[src/rtl/dmem_store_buffer.sv]
// dmem_store_buffer: posted-write FIFO between M stage and slow data memory; `define STB_FWD_EN forwards load hits instead of stalling
module dmem_store_buffer #(
  parameter int DEPTH  = 4,
  parameter int ADDR_W = 32,
  parameter int DATA_W = 32
) (
  input  logic              clk,
  input  logic              rst,
  input  logic              st_valid_i,
  input  logic [ADDR_W-1:0] st_addr_i,
  input  logic [DATA_W-1:0] st_data_i,
  input  logic              ld_valid_i,
  input  logic [ADDR_W-1:0] ld_addr_i,
  output logic [DATA_W-1:0] ld_data_o,
  output logic              stall_o,
  output logic              empty_o,
  output logic [ADDR_W-1:0] mem_raddr_o,
  input  logic [DATA_W-1:0] mem_rdata_i,
  output logic              mem_req_o,
  output logic [ADDR_W-1:0] mem_addr_o,
  output logic [DATA_W-1:0] mem_data_o,
  input  logic              mem_ack_i
);
  localparam int PW = $clog2(DEPTH);
  typedef enum logic {IDLE, REQ} state_t;
  state_t state;
  logic [ADDR_W-1:0] addr_q [DEPTH];
  logic [DATA_W-1:0] data_q [DEPTH];
  logic [PW-1:0] wr_ptr, rd_ptr, idx;
  logic [PW:0] count;
  logic full, enq, pop, hit;
  assign full = count == (PW+1)'(DEPTH);
  assign enq = st_valid_i && !full;
  assign pop = state == REQ && mem_ack_i;
  always_ff @(posedge clk or posedge rst)
    if (rst) begin
      wr_ptr <= '0;
      rd_ptr <= '0;
      count  <= '0;
      state  <= IDLE;
    end else begin
      if (enq) wr_ptr <= wr_ptr + 1'b1;
      if (pop) rd_ptr <= rd_ptr + 1'b1;
      count <= count + (PW+1)'(enq) - (PW+1)'(pop);
      state <= state == IDLE ? (count != '0 ? REQ : IDLE)
                             : (pop && count == (PW+1)'(1) ? IDLE : REQ);
    end
  always_ff @(posedge clk)
    if (enq) begin
      addr_q[wr_ptr] <= st_addr_i;
      data_q[wr_ptr] <= st_data_i;
    end
`ifdef STB_FWD_EN
  logic [DATA_W-1:0] fwd_data;
`endif
  // Scan oldest to youngest so the last hit is the youngest matching store
  always_comb begin
    hit = 1'b0;
    idx = '0;
`ifdef STB_FWD_EN
    fwd_data = '0;
`endif
    for (int i = 0; i < DEPTH; i++) begin
      idx = rd_ptr + PW'(i);
      if ((PW+1)'(i) < count && addr_q[idx][ADDR_W-1:2] == ld_addr_i[ADDR_W-1:2]) begin
        hit = 1'b1;
`ifdef STB_FWD_EN
        fwd_data = data_q[idx];
`endif
      end
    end
  end
  assign mem_req_o   = state == REQ;
  assign mem_addr_o  = addr_q[rd_ptr];
  assign mem_data_o  = data_q[rd_ptr];
  assign empty_o     = count == '0;
  assign mem_raddr_o = ld_addr_i;
`ifdef STB_FWD_EN
  assign ld_data_o = ld_valid_i && hit ? fwd_data : mem_rdata_i;
  assign stall_o   = st_valid_i && full;
`else
  assign ld_data_o = mem_rdata_i;
  assign stall_o   = (st_valid_i && full) || (ld_valid_i && hit);
`endif
endmodule

[config.mk]
export PLATFORM = sky130hd
export DESIGN_NAME = dmem_store_buffer
export DESIGN_NICKNAME = d
export VERILOG_FILES = /design/src/rtl/dmem_store_buffer.sv
export SDC_FILE = /design/constraint.sdc
export NUM_CORES = 1
export LEC_CHECK = 0
export CAP_MARGIN = 15
export CORE_MARGIN = 5
export CORE_UTILIZATION = 40
export CTS_CLUSTER_SIZE = 8
export DETAILED_ROUTE_END_ITERATION = 10
export SLEW_MARGIN = 20
export SYNTH_ARGS = -nofsm -noshare
export SYNTH_HDL_FRONTEND = slang
export SYNTH_SLANG_ARGS = --single-unit
[constraint.sdc]
create_clock -name clk -period 3.2 [get_ports clk]
set_clock_uncertainty 0.1 [all_clocks]
set_input_delay 0.48 -clock clk [delete_from_list [all_inputs] [get_ports clk]]
set_output_delay 0.48 -clock clk [all_outputs]
set_load 0.005 [all_outputs]
==> results of run 1 <==
flip-flops by register name, summed over array words and instances (netlist names):
signal / flops
data_q: 128
mem_req_o: 1
rd_ptr: 2
count: 3
wr_ptr: 2
addr_q: 128
critical path: stages (launching register included):
cell     delay [ns]
dfrtp_4        0.51
buf_4          0.15
buf_6          0.14
mux2i_2        0.28
buf_4          0.20
o22ai_1        0.07
a221o_1        0.27
nor3_1         0.13
o22ai_1        0.09
a211o_1        0.35
o31ai_4        0.23
a211o_1        0.19
buf_2          0.14
layer usage:
metal / vias to the layer above / global-route usage / part of all wire / wire length [um]
met3: 104 / 0.0546 / 0.070 / 2840
met5: - / 0 / 0.0017 / 68
met2: 293 / 0.335 / 0.47 / 19200
met1: 4617 / 0.272 / 0.42 / 17200
li1: 4279 / - / - / -
met4: 10 / 0.0706 / 0.033 / 1340
area by class of cell:
| class | instances | area [um^2] |
|---|---|---|
| Antenna cell | 1 | 2.50 |
| Clock buffer | 53 | 1010 |
| Multi-Input combinational cell | 518 | 5580 |
| Fill cell | 2766 | 14800 |
| Tap cell | 455 | 569 |
| Clock inverter | 3 | 55.1 |
| Sequential cell | 264 | 7900 |
| Inverter | 16 | 60.1 |
| Timing Repair Buffer | 454 | 4300 |
metrics by stage:
| step | area [um^2] | setup slack [ns] | setup TNS (ns) |
|---|---|---|---|
| CTS | 19000 | -0.671 | -0.672 |
| finish | 19500 | -0.677 | -0.677 |
| floorplan | 13800 | 0.261 | 0 |
| detailed placement | 17400 | -0.543 | -0.543 |
| global placement | 17400 | -0.597 | -0.597 |
| global route | 19500 | -0.774 | -0.785 |
how the worst max path moves through the flow:
stage	start	to	slack, ns
after CTS	rd_ptr[1]	stall_o	-0.67
after detailed placement	ld_addr_i[3]	stall_o	-0.54
after floorplan	st_valid_i	addr_q[0][0]	0.26
final	rd_ptr[1]	stall_o	-0.68
after global placement	rd_ptr[1]	stall_o	-0.60
after global routing	rd_ptr[1]	stall_o	-0.77
cell families after synthesis:
| family | synth area share |
|---|---|
| DFF | 0.572 |
| muxes | 0.204 |
| buffers and inverters | 0.0631 |
| and+or+nand+nor | 0.0438 |
| AOI/OAI and AO/OA | 0.0504 |
| xor gates and xnor gates | 0.0584 |
| adders and majority gates | 0.00870 |
timing repair:
action                                  4_1_cts  5_1_grt
pin swaps                                    11       19
hold buffers                                  0        0
endpoints found under the setup margin       42       16
hold endpoints to repair                      0        0
resized for setup                            70      100
cloned                                        1        0
buffers inserted                             23        5
cells in the final DEF, fill, tap and decap left out, drive strengths merged, types with 17 or more instances in the layout:
master	instances
clkdlybuf4s50	159
clkbuf	53
mux2i	120
nand2	27
a21oi	23
dlymetal6s2s	30
inv	17
edfxtp	256
buf	261
xnor2	57
nor2	23
xor2	35
mux4	66
o21ai	18
power by group through the flow:
stage | Sequential, uW | Combinational, uW | Clock (uW)
after floorplan | 4850 | 4620 | 0
after global placement | 4900 | 8820 | 0
after detailed placement | 4930 | 8820 | 0
after CTS | 4860 | 9650 | 3680
after global routing | 4930 | 10500 | 3830
final | 4870 | 9860 | 3590
==> summary.md, run 1 <==
| Metric | Value |
|---|---|
| Nets | 1434 |
| Setup violations, final | 1 |
| Placer Congestion | 0.933 |
| Yosys Warn Count | 0 |
| Worst-case clock buffer depth | 3 |
| Clock Latency Late Sink | 0.54 ns |
| Vias | 9303 |
| CTS buffer count | 38 |
| Final Hold Viols | 0 |
| Arrival @ worst endpoint | 3.30 ns |
| Post-Layout Cell Count | 1764 |
| Sequential share of power | 0.266 |
| Period utilisation layout | 1.21 |
| DRC viols | 0 |
| Switching share of power | 0.338 |
| Root buffer cell | clkbuf_16 |
| Worst EP required | 2.62 ns |
| Layout cells sized above 1 | 0.356 |
| Failing checks | negative setup slack |
| Post-synth EDFFs | 256 |
| Core Util, Final | 0.568 |
| Fin crit period | 3.88 ns |
| Post-Syn Instances | 922 |
| Input/output buffers | 195 |
| Crit path capture type | output pin |
| Clock transition at path regs | 0.05 ns |
| Worst setup margin | -0.677 ns |
| RSZ-0062 raised after global routing | true |
| R2R Setup Slk | 0.98 ns |
| Reg-to-Reg End | count[2] |
| Crit Path Max Fanout | 6 |
| Area growth syn-to-layout | 41.1% |
| Initial antenna violation count | 5 |
| FF+latch count, synth | 264 |
| Max-cap violation count | 0 |
| VDD IR max | 537 uV |
| Mean Syn Cell Area | 15.0 um^2 |
| P_int | 12100 uW |
| CTS tree | yes |
| Clock sinks | 264 |
| Commonest cells in the netlist | edfxtp_1, mux2i_1, buf_4 |
| Post-DRT Antenna Nets | 0 |
| Seq/Total Area, Yosys | 0.572 |
| Drt via density | 5.27 |
| DP HPWL | 30500 um |
| Synthesized area | 13800 um^2 |
| Lkg Pwr | 0.00731 uW |
| Worst relative slew slack | 0.674 |
| First-pass GRT wire length | 60200 um |
| Pin count of the biggest net entering global routing | 33 |
| Smallest hold slack | 0.122 ns |
| Yosys cell types | 54 |
| Clock power share | 0.196 |
| Io pins | 264 |
| Post-synth top flop | edfxtp_1 |
| Row count | 68 |
| Crit start category | register |
| Synth area leaders | edfxtp_1, mux4_2, mux2i_1, buf_4, xnor2_1 |
| Min-delay worst type | in2async |
| H-tree depth | 2 |
| Grt ovf | 0 |
| Psw | 6180 uW |
| Total die area | 38300 um^2 |
| Power Dens Cells | 941 nW/um^2 |
| Status | finished, violations left |
| DRT Wirelength | 40700 um |
| Synth area leader | edfxtp_1 |
| R2r startpoint | count[1] |
| Cells after DPL | 1678 |
| Iter 0 DRT Violations | 546 |
| Core footprint | 34300 um^2 |
| Reg2reg path depth | 11 |
| Global router's overall resource usage | 0.207 |
| Top-area cell type share of the netlist area | 0.557 |
| Max-slew violation count | 0 |
| Die H | 196 um |
| Syn_nets | 1064 |
| Vias in the first global route | 9815 |
| Power share of the combinational group | 0.538 |
| Initial DRT Pass Iterations | 5 |
| Power, Total | 18300 uW |
| Post-synth ARST share | 0.0303 |
| Width of the die | 196 um |
| Drt wl/cell | 23.1 um |
| Worst-margin pin slew | 0.489 ns |
| Initial Util | 0.402 |
| Fmax achieved | 0.258 GHz |
| Critical Setup Path Class | reg2out |
| Most common cell in the netlist | edfxtp_1 |
Power figures use the tool's default switching activity.
==> inputs of run 2 (changes only) <==
CORE_MARGIN = unset   (was 5)
==> run 2 against run 1 <==
Compared with the run above:
- cell area down 0.54%
- power grew 0.77%
- the flow still finishes with violations (negative setup slack)
- die area shrank 8.0%
==> summary.md, run 2 (synthesis gave the netlist of run 1 again) <==
| Metric | Value |
|---|---|
| R2R Setup Slk | 1.10 ns (was 0.98 ns) |
| Power share of the combinational group | 0.538 (about the same) |
| Vias | 9322 (was 9303) |
| Worst EP required | 2.62 ns (about the same) |
| Crit. Startpoint | rd_ptr[1] (unchanged) |
| Top flop regs | addr_q: 128 flops, data_q: 128 flops, count: 3 flops (unchanged) |
| Critical Setup Path Class | reg2out (unchanged) |
| Min-delay worst type | in2async (unchanged) |
| Initial DRT Pass Iterations | 5 (unchanged) |
| H-tree depth | 2 (unchanged) |
| Root buffer cell | clkbuf_16 (unchanged) |
| Clock power share | 0.197 (was 0.196) |
| Worst relative slew slack | 0.636 (was 0.674) |
| Most frequent cells in the layout | edfxtp_1, buf_4, clkdlybuf4s50_1, mux2i_1, mux4_2 (unchanged) |
| CTS tree | yes (unchanged) |
| Crit path to | stall_o (unchanged) |
| Iter 0 DRT Violations | 526 (was 546) |
| Met2 GRT Util | 0.368 (was 0.335) |
| Clock transition at path regs | 0.05 ns (about the same) |
| Reg2reg path depth | 6 (was 11) |
| Post-DRT Antenna Nets | 0 (unchanged) |
| Fillers | 2718 (was 2766) |
| Fmax achieved | 0.259 GHz (was 0.258 GHz) |
| Layer with the highest usage | met2 (unchanged) |
| Placer Congestion | 0.952 (was 0.933) |
| Switching share of power | 0.341 (was 0.338) |
| M1 GR Usage | 0.285 (was 0.272) |
| Multi-input logic area | 5570 um^2 (was 5580 um^2) |
| Clock sinks | 264 (unchanged) |
| Clock Latency Late Sink | 0.54 ns (about the same) |
| Initial antenna violation count | 2 (was 5) |
| VDD IR max | 482 uV (was 537 uV) |
| CP cell instances | buf_12, mux2i_2, buf_4, buf_4, buf_4, a221o_1, nor3_2, o22ai_1, a211o_1, o31ai_4, a211o_1, buf_2 (was buf_4, buf_6, mux2i_2, buf_4, o22ai_1, a221o_1, nor3_1, o22ai_1, a211o_1, o31ai_4, a211o_1, buf_2) |
| Lkg Pwr | 0.00707 uW (was 0.00731 uW) |
| Fin crit period | 3.85 ns (was 3.88 ns) |
| Worst-case clock buffer depth | 3 (unchanged) |
| Drt via density | 5.35 (was 5.27) |
| Width of the die | 188 um (was 196 um) |
| Crit start category | register (unchanged) |
| DP HPWL | 28200 um (was 30500 um) |
| Crit-path most repeated cell | buf_4 |
| Register area | 7900 um^2 (unchanged) |
| Initial Util | 0.409 (was 0.402) |
| First-pass GRT wire length | 58300 um (was 60200 um) |
| P_int | 12200 uW (was 12100 uW) |
| Drt wl/cell | 23.0 um (was 23.1 um) |
| Power, Total | 18500 uW (was 18300 uW) |
| Setup violations, final | 2 (was 1) |
| CTS buffer count | 39 (was 38) |
| Die H | 188 um (was 196 um) |
| DRC viols | 0 (unchanged) |
| Worst setup margin | -0.654 ns (was -0.677 ns) |
| Input/output buffers | 195 (unchanged) |
| Vias in the first global route | 9496 (was 9815) |
| Final Hold Viols | 0 (unchanged) |
| Psw | 6290 uW (was 6180 uW) |
| Period utilisation layout | 1.20 (was 1.21) |
| Max-slew violation count | 0 (unchanged) |
| Final instance area | 19400 um^2 (was 19500 um^2) |
| Max-cap violation count | 0 (unchanged) |
| Crit path capture type | output pin (unchanged) |
| CP delay by family, top | compound AO/OA/AOI/OAI gates (unchanged) |
| Failing checks | negative setup slack (unchanged) |
| Global router's overall resource usage | 0.224 (was 0.207) |
| GRT met3 Usage | 0.0578 (was 0.0546) |
| Row count | 67 (was 68) |
| Grt ovf | 0 (unchanged) |
| Reg-to-Reg End | data_q[2][8] (was count[2]) |
| Nets | 1427 (was 1434) |
| Crit path largest cell delay | 0.58 ns (was 0.51 ns) |
| Most common cell after layout, fill and taps aside | edfxtp_1 (unchanged) |
| Sequential share of power | 0.266 (about the same) |
| DRT Wirelength | 40100 um (was 40700 um) |
| Layout cells sized above 1 | 0.358 (was 0.356) |
| Io pins | 264 (unchanged) |
| Arrival @ worst endpoint | 3.27 ns (was 3.30 ns) |
| Cell Area, Placed | 17300 um^2 (was 17400 um^2) |
| Total die area | 35200 um^2 (was 38300 um^2) |
| Status | finished, violations left (unchanged) |
| Core footprint | 33700 um^2 (was 34300 um^2) |
| R2r startpoint | count[1] (unchanged) |
| Crit Path Max Fanout | 8 (was 6) |
| Cell count along the critical path | 12 (unchanged) |
| Power Dens Cells | 953 nW/um^2 (was 941 nW/um^2) |
| Cell at the slowest stage of the critical path | dfrtp_4 (unchanged) |
| RSZ-0062 raised after global routing | true (unchanged) |
| Area growth syn-to-layout | 40.3% (was 41.1%) |
| WP buf/inv | 5 (was 4) |
| Worst-margin pin slew | 0.531 ns (was 0.489 ns) |
| Pin count of the biggest net entering global routing | 65 (was 33) |
## run 2: cell types whose count changed in the layout (fill, tap and decap cells not counted), sizes merged
cell / delta
dlygate4sd2: +5
dlymetal6s2s: -26
bufbuf: +1
clkinv: +1
clkbuf: -5
clkdlybuf4s50: +22
buf: -12
## run 2: layer usage
| layer | up-vias | wire length [um] |
|---|---|---|
| li1 | 4253 | - |
| met1 | 4607 | 16400 |
| met2 | 372 | 19300 |
| met3 | 88 | 3190 |
| met4 | 2 | 1190 |
| met5 | - | 10 |
## run 2: final cells by class
class                      instances  area share
clock inverter                     4     0.00330
multi-input combinational        518       0.287
sequential                       264       0.408
antenna                            1    0.000129
timing repair buffer             446       0.218
tap                              448      0.0289
inverter                          16     0.00310
clock buffer                      46      0.0518
## run 2: per-stage QoR
step                      hold slack (ns)  setup TNS [ns]  cells  setup slack [ns]   util
after detailed placement            0.414          -0.802   1657            -0.802  0.513
after CTS                           0.103          -0.845   1730            -0.659  0.559
after global placement              0.413          -0.810   1657            -0.810  0.513
final                               0.101          -0.662   1743            -0.654  0.575
after floorplan                     0.196               0    922             0.261      -
after global routing                0.132          -0.894   1742            -0.764  0.575
## run 2: worst min path at each step
stage,start,to,slack [ns],cells past startpoint
2_1_floorplan,rst,count[0],0.20,1
3_3_place_gp,mem_req_o,mem_req_o,0.41,2
3_5_place_dp,mem_req_o,mem_req_o,0.41,2
4_1_cts,rst,wr_ptr[1],0.10,2
5_1_grt,rst,rd_ptr[0],0.13,2
6_report,rst,wr_ptr[1],0.10,2
## run 2: timing repair
action,in CTS,in global routing
setup endpoints to repair,52,31
hold buffers,0,0
buffers inserted,20,11
pin swaps,12,22
gates resized for setup,67,81
cloned,3,2
## run 2: power by group through the flow
stage	registers [uW]	logic [uW]	clock network, uW
2_1_floorplan	4850	4620	0
3_3_place_gp	4970	8570	0
3_5_place_dp	4990	8550	0
4_1_cts	4880	9360	3710
5_1_grt	4970	10500	3830
6_report	4910	9920	3630
==> inputs of run 3 (changes only) <==
MAX_ROUTING_LAYER = met4   (was unset)
==> run 3 against run 2 <==
Compared with the run above:
- the run still ends with negative setup slack left
- final cell count up 0.17%
- power down 1.4%
- critical path type unchanged
- flip-flop and latch count unchanged
- clock-buffer cell count up 4
- clock power up 1%
- utilization down 0.54 points
- setup slack better by 0.090 ns
- first-iteration DRC count up 8.7%
- highest routed layer is now met4
- die area unchanged
- critical path depth down 1
- cell area down 0.94%
- sequential power down 0.8%
==> summary.md, run 3 (synthesis gave the netlist of run 1 again) <==
| Metric | Value |
|---|---|
| Drt wl/cell | 22.8 um (was 23.0 um) |
| Crit. Startpoint | rd_ptr[1] (unchanged) |
| Row count | 67 (unchanged) |
| R2r startpoint | count[1] (unchanged) |
| Reg2reg path depth | 10 (was 6) |
| Top flop regs | addr_q: 128 flops, data_q: 128 flops, count: 3 flops (unchanged) |
| Worst-case clock buffer depth | 3 (unchanged) |
| Core Util, Final | 0.569 (was 0.575) |
| First-pass GRT wire length | 59500 um (was 58300 um) |
| Worst relative slew slack | 0.611 (was 0.636) |
| Core footprint | 33700 um^2 (unchanged) |
| Io pins | 264 (unchanged) |
| Crit start category | register (unchanged) |
| Smallest hold slack | 0.135 ns (was 0.101 ns) |
| Min-delay worst type | in2async (unchanged) |
| Worst EP required | 2.62 ns (about the same) |
| Worst-margin pin slew | 0.568 ns (was 0.531 ns) |
| Power, Total | 18200 uW (was 18500 uW) |
| Multi-input logic area | 5390 um^2 (was 5570 um^2) |
| Root buffer cell | clkbuf_16 (unchanged) |
| Max-cap violation count | 0 (unchanged) |
| Power Dens Cells | 949 nW/um^2 (was 953 nW/um^2) |
| Critical Setup Path Class | reg2out (unchanged) |
| Global router's overall resource usage | 0.234 (was 0.224) |
| Max-slew violation count | 0 (unchanged) |
| Post-DRT Antenna Nets | 0 (unchanged) |
| Total die area | 35200 um^2 (unchanged) |
| Vias in the first global route | 9787 (was 9496) |
| Clock transition at path regs | 0.05 ns (about the same) |
| H-tree depth | 2 (unchanged) |
| Initial antenna violation count | 4 (was 2) |
| Lkg Pwr | 0.00707 uW (about the same) |
| Die H | 188 um (unchanged) |
| Pre-CTS setup slack | -0.726 ns (was -0.802 ns) |
| Fillers | 2720 (was 2718) |
| CTS tree | yes (unchanged) |
| Status | finished, violations left (unchanged) |
| Clock sinks | 264 (unchanged) |
| Worst setup margin | -0.564 ns (was -0.654 ns) |
| Register area | 7900 um^2 (unchanged) |
| DP HPWL | 28800 um (was 28200 um) |
| Width of the die | 188 um (unchanged) |
| Vias | 9394 (was 9322) |
| Setup violations, final | 2 (unchanged) |
| Fin crit period | 3.76 ns (was 3.85 ns) |
| Drt via density | 5.38 (was 5.35) |
| Final Hold Viols | 0 (unchanged) |
| R2R Setup Slk | 1.06 ns (was 1.10 ns) |
| Area growth syn-to-layout | 39.0% (was 40.3%) |
| Crit path to | stall_o (unchanged) |
| Post-CTS Hold Buffers | 0 (unchanged) |
| Grt ovf | 0 (unchanged) |
| Initial Util | 0.409 (unchanged) |
| Fmax achieved | 0.266 GHz (was 0.259 GHz) |
| RSZ-0062 raised after global routing | true (unchanged) |
| Arrival @ worst endpoint | 3.18 ns (was 3.27 ns) |
| Reg-to-Reg End | count[2] (was data_q[2][8]) |
| Crit Path Max Fanout | 11 (was 8) |
| Period utilisation layout | 1.18 (was 1.20) |
| Most common cell after layout, fill and taps aside | edfxtp_1 (unchanged) |
| DRT Wirelength | 39900 um (was 40100 um) |
| Crit path capture type | output pin (unchanged) |
| VDD IR max | 609 uV (was 482 uV) |
| CTS buffer count | 39 (unchanged) |
| Input/output buffers | 195 (unchanged) |
| Iter 0 DRT Violations | 572 (was 526) |
| Initial DRT Pass Iterations | 6 (was 5) |
| Clock Latency Late Sink | 0.52 ns (was 0.54 ns) |
| DRC viols | 0 (unchanged) |
| Most frequent cells in the layout | edfxtp_1, buf_4, clkdlybuf4s50_1, mux2i_1, mux4_2 (unchanged) |
| Layout cells sized above 1 | 0.332 (was 0.358) |
| Nets | 1424 (was 1427) |
| Placer Congestion | 1.00 (was 0.952) |
| Pin count of the biggest net entering global routing | 41 (was 65) |
| Failing checks | negative setup slack (unchanged) |
==> run 3: changes by cell type in the layout (fill, tap and decap cells not counted), sizes merged <==
cell and change:
clkbuf +2, dlygate4sd2 +14, dlymetal6s2s -2, clkinv -1, buf -1, clkdlybuf4s15 +3
clkdlybuf4s50 -16, diode +3, bufbuf +1
==> run 3: stage by stage <==
| step | cell area (um^2) | TNS, ns | std cells |
|---|---|---|---|
| final | 19200 | -0.617 | 1746 |
| after CTS | 19000 | -0.735 | 1736 |
| after global routing | 19200 | -0.947 | 1746 |
| after global placement | 17300 | -0.756 | 1659 |
| after floorplan | 13800 | 0 | 922 |
| after detailed placement | 17300 | -0.726 | 1659 |
==> run 3: layer usage <==
layer,wire length [um],GRT usage,vias up
met3,3080,0.0580,94
met2,19000,0.378,335
met1,16500,0.290,4686
met4,1340,0.0763,0
li1,-,-,4279
met5,0,-,-
==> run 3: area by class of cell <==
class / count / share of cell area
well taps: 448 / 0.0292
clock inverters: 3 / 0.00157
multi-input cells: 518 / 0.281
inverters: 16 / 0.00313
diodes: 4 / 0.000522
clock buffers: 50 / 0.0547
repair buffers: 443 / 0.219
flip-flops and latches: 264 / 0.412
==> run 3: worst min path at each step <==
| stage | from | depth (start not counted) | end | slack (ns) |
|---|---|---|---|---|
| after detailed placement | mem_req_o | 2 | mem_req_o | 0.41 |
| after global routing | rst | 2 | count[1] | 0.15 |
| after floorplan | rst | 1 | count[0] | 0.20 |
| final | rst | 2 | count[1] | 0.14 |
| after global placement | mem_req_o | 2 | mem_req_o | 0.41 |
| after CTS | rst | 2 | mem_req_o | 0.13 |
==> run 3: worst max-delay path, cell delays in order (launching register included) <==
cell     delay, ns
dfrtp_4       0.52
buf_12        0.16
buf_4         0.19
mux2i_2       0.17
buf_4         0.14
mux2i_2       0.19
xnor2_1       0.17
nand4_1       0.16
or4_1         0.42
o31ai_1       0.24
a211o_1       0.18
buf_2         0.13
==> run 3: power by group <==
part | internal (uW) | switching [uW] | total [uW]
Sequential | 4590 | 285 | 4870
Combinational | 5220 | 4440 | 9660
Clock | 2260 | 1420 | 3680
Total | 12100 | 6140 | 18200
==> run 3: repair_timing <==
item,4_1_cts,5_1_grt
gates cloned,5,0
pin swaps,19,4
setup endpoints to repair,42,22
resized for setup,113,32
setup buffers,19,6
